--- src/rtl/pc_reg.sv ---
// Program-counter register for the single-cycle RV32 datapath: current PC, PC+4, alignment status, load count.
// Optional PC_ALIGN_EN: forces loaded PC word-aligned, ties misaligned low, adds sticky align_fault output.
module pc_reg #(
  parameter int unsigned     XLEN         = 32,
  parameter logic [XLEN-1:0] RESET_VECTOR = '0
) (
  input  logic            clk,
  input  logic            rst,
  input  logic [XLEN-1:0] oldpc,
  output logic [XLEN-1:0] newpc,
  output logic [XLEN-1:0] pc_plus4,
  output logic            misaligned,
`ifdef PC_ALIGN_EN
  output logic            align_fault,
`endif
  output logic [31:0]     retired_cnt
);

  logic [XLEN-1:0] load_val;

`ifdef PC_ALIGN_EN
  always_comb begin
    load_val = {oldpc[XLEN-1:2], 2'b00};
  end

  always_ff @(posedge clk or posedge rst) begin
    if (rst) begin
      align_fault <= 1'b0;
    end else if (oldpc[1:0] != 2'b00) begin
      align_fault <= 1'b1;
    end
  end

  always_comb begin
    misaligned = 1'b0;
  end
`else
  always_comb begin
    load_val = oldpc;
  end

  always_comb begin
    misaligned = (newpc[1:0] != 2'b00);
  end
`endif

  // Every non-reset edge loads; there is no stall path.
  always_ff @(posedge clk or posedge rst) begin
    if (rst) begin
      newpc       <= RESET_VECTOR;
      retired_cnt <= '0;
    end else begin
      newpc       <= load_val;
      retired_cnt <= retired_cnt + 32'd1;
    end
  end

  always_comb begin
    pc_plus4 = newpc + XLEN'(4);
  end

endmodule

--- config.mk ---
export PLATFORM = sky130hd
export DESIGN_NAME = pc_reg
export DESIGN_NICKNAME = d
export VERILOG_FILES = /design/src/rtl/pc_reg.sv
export SDC_FILE = /design/constraint.sdc
export NUM_CORES = 1
export LEC_CHECK = 0
export ABC_AREA = 1
export CAP_MARGIN = 20
export CORE_UTILIZATION = 44
export CTS_CLUSTER_SIZE = 24
export DETAILED_ROUTE_END_ITERATION = 8
export PLACE_DENSITY = 0.9
export SYNTH_ARGS = -nofsm -noshare
export SYNTH_HDL_FRONTEND = slang
export SYNTH_SLANG_ARGS = --single-unit
--- constraint.sdc ---
create_clock -name clk -period 2.75 [get_ports clk]
set_clock_uncertainty 0.05 [all_clocks]
set_input_delay 0.4125 -clock clk [delete_from_list [all_inputs] [get_ports clk]]
set_output_delay 0.4125 -clock clk [all_outputs]
set_load 0.005 [all_outputs]
==> results.sh <==
export IMPL_status="completed"
export IMPL_grt_max_degree=38
export IMPL_setup_viol=0
export IMPL_mostFrequentLayoutCells="nand2_1 (168), clkdlybuf4s50_1 (130), nor2_1 (65)"
export IMPL_grt_pass1_vias=3272
export IMPL_grt_use_total_pct=24.2
export IMPL_synth_top_cell_by_area="dfrtp_1"
export IMPL_crit_path_end_kind="output port"
export IMPL_powerDensity_nw_per_um2=391
export IMPL_ant_nets=0
export IMPL_worstPathRequired_ns=2.29
export IMPL_power_frac_comb_pct=12.0
export IMPL_synthesis_nets=469
export IMPL_holdWs_ns=0.462
export IMPL_r2r_end="retired_cnt[30]"
export IMPL_holdBufCountCts=0
export IMPL_clock_sinks=64
export IMPL_cts_tree="built"
export IMPL_r2r_start="retired_cnt[1]"
export IMPL_diodes=0
export IMPL_max_cap_viol_count=0
export IMPL_grtUsageMet3_pct=6.99
export IMPL_ys_warn_count=0
export IMPL_place_gp_congestion=0.920
export IMPL_relSlewSlack_pct=47.8
export IMPL_antenna_found_initial=0
export IMPL_ys_seq_elements=64
export IMPL_wl_per_cell_um=13.9
export IMPL_fin_util_pct=68.4
export IMPL_grt_pass1_wl_mm=15.4
export IMPL_overflow=0
export IMPL_switching_share_pct=23.6
export IMPL_cts_max_path_buffers=2
export IMPL_holdPathStages=2
export IMPL_leakage_nw=2.27
export IMPL_final_hold_violation_count=0
export IMPL_num_vias=3301
export IMPL_p_int_mw=1.51
export IMPL_postSynthCellCount=433
export IMPL_synth_top_area_share_pct=46.6
export IMPL_cts_root_buf="clkbuf_8"
export IMPL_ys_seq_area_share_pct=46.6
export IMPL_cp_max_fo=3
export IMPL_ios=131
export IMPL_critPathKind="reg2out"
export IMPL_r2r_slack_ns=1.24
export IMPL_busiest_layer="met2"
export IMPL_vdd_ir_drop_worst_uv=279
export IMPL_synth_area_um2=3430
export IMPL_sequentialPowerShare_pct=50.4
export IMPL_synth_cell_types=22
export IMPL_syn_to_final_growth_pct=47.5
export IMPL_cts_setup_buffers=0
export IMPL_clkLatencyLatePin_ns=0.34
export IMPL_cts_buffers=9
export IMPL_drc=0
export IMPL_die_h_um=90.3
export IMPL_final_max_slew_violation_count=0
export IMPL_final_common_cell="nand2_1"
export IMPL_routed_wl_mm=9.44
export IMPL_critPathLaunchType="register"
export IMPL_start_util_pct=46.3
export IMPL_drtIter0Drc=96
export IMPL_hpwl_mm=7.53
export IMPL_yosys_top_cells_area="dfrtp_1 (47%), nand2_1 (18%), nor2_1 (7.1%)"
export IMPL_row_count=31
export IMPL_period_minus_slack_ns=2.66
export IMPL_power_mw=1.98
export IMPL_hp_start="retired_cnt[31]"
export IMPL_core_area_um2=7410
export IMPL_min_path_type="reg2reg"
export IMPL_worst_pin_slew_ns=0.782
export IMPL_dieArea_um2=8160
export IMPL_power_switching_mw=0.468
export IMPL_period_share_pct=96.6
export IMPL_final_nets=612
export IMPL_reg2reg_depth=8
export IMPL_htree_levels=3
export IMPL_drive_gt1_share_pct=9.64
export IMPL_clk_pin_slew_ns=0.06
export IMPL_cp_startpoint="newpc[2]"
export IMPL_p_clk_share_pct=37.5
export IMPL_fmax_ghz=0.376
export IMPL_first_pass_iters=4
export IMPL_whs_endpoint="retired_cnt[31]"
export IMPL_rsz0062_at_grt="true"
export IMPL_die_w_um=90.3
export IMPL_port_buffer_count=130
export IMPL_vias_per_cell=4.85
export IMPL_crit_arrival_ns=2.19
export IMPL_tns_ns=0
export IMPL_grtUsageMet2_pct=43.0
export IMPL_grt_use_met1_pct=27.8
export IMPL_avgSynthCellArea_um2=7.93
==> layout make-up <==
type / count / area, um2
clock buffers: 13 / 169
clock inverters: 3 / 15.0
fillers: 590 / 2340
inverters: 36 / 135
multi-input cells: 331 / 1690
flip-flops and latches: 64 / 1600
well taps: 99 / 124
repair buffers: 134 / 1330
==> cell usage after synthesis <==
cell type,number
and2_1,2
buf_4,2
dfrtp_1,64
ha_1,2
inv_1,34
inv_2,2
nand2_1,168
nand2_2,6
nand2_4,4
nand3_1,14
nand3b_1,15
nor2_1,65
nor2_2,10
nor2_4,8
nor2_8,3
nor3_1,1
o21ai_0,1
o21ai_1,1
or2_2,1
xnor2_1,10
xor2_1,19
xor2_2,1
==> power by group through the flow <==
stage | registers (mW) | clock network [mW] | logic [mW]
floorplan | 1.01 | 0 | 0.0695
global placement | 1.02 | 0 | 0.237
detailed placement | 1.02 | 0 | 0.241
CTS | 0.999 | 0.762 | 0.242
global route | 1.00 | 0.805 | 0.258
finish | 1.00 | 0.743 | 0.238
==> worst max-delay path by stage <==
stage	to	slack [ns]	cells past startpoint
floorplan	newpc[0]	0.69	1
global placement	pc_plus4[14]	0.56	7
detailed placement	pc_plus4[14]	0.42	7
CTS	pc_plus4[14]	0.04	7
global route	pc_plus4[14]	-0.02	7
finish	pc_plus4[14]	0.09	7
==> stage by stage <==
| step | cell area (um2) | setup WS, ns | instances |
|---|---|---|---|
| after floorplan | 3430 | 0.689 | 433 |
| after global placement | 4870 | 0.557 | 664 |
| after detailed placement | 4870 | 0.422 | 664 |
| after CTS | 5060 | 0.0441 | 680 |
| after global routing | 5060 | -0.0159 | 680 |
| final | 5060 | 0.0926 | 680 |
==> logic make-up after synthesis <==
| logic type | after synthesis | share of synthesized area, % |
|---|---|---|
| compound gates | 2 | 0.291 |
| simple gates | 297 | 40.1 |
| xor+xnor | 30 | 7.87 |
| fa+ha+maj | 2 | 0.729 |
| flops | 64 | 46.6 |
| buf+inv | 38 | 4.37 |
==> timing repair <==
| item | CTS | global route |
|---|---|---|
| endpoints found under the setup margin | 0 | 5 |
| hold endpoints to repair | 0 | 0 |
| gates resized for setup | 0 | 2 |
==> worst max-delay path, stage by stage (launching register included) <==
cell and delay, ns:
dfrtp_1 0.40, ha_2 0.23, nand2_1 0.08, nor2_2 0.13, nand2_2 0.12, nor2_2 0.17, xor2_1 0.20, clkdlybuf4s50_1 0.53
==> routing by layer <==
metal | wire length (um) | vias to the layer above
met2 | 4790 | 145
met1 | 3810 | 1532
met5 | 0 | -
li1 | - | 1608
met4 | 167 | 0
met3 | 664 | 16
==> state kept, by name, indices dropped and copies added, names as in the netlist <==
name,flops
retired_cnt,32
newpc,32
Note: power is estimated with default switching activity, not from simulation.
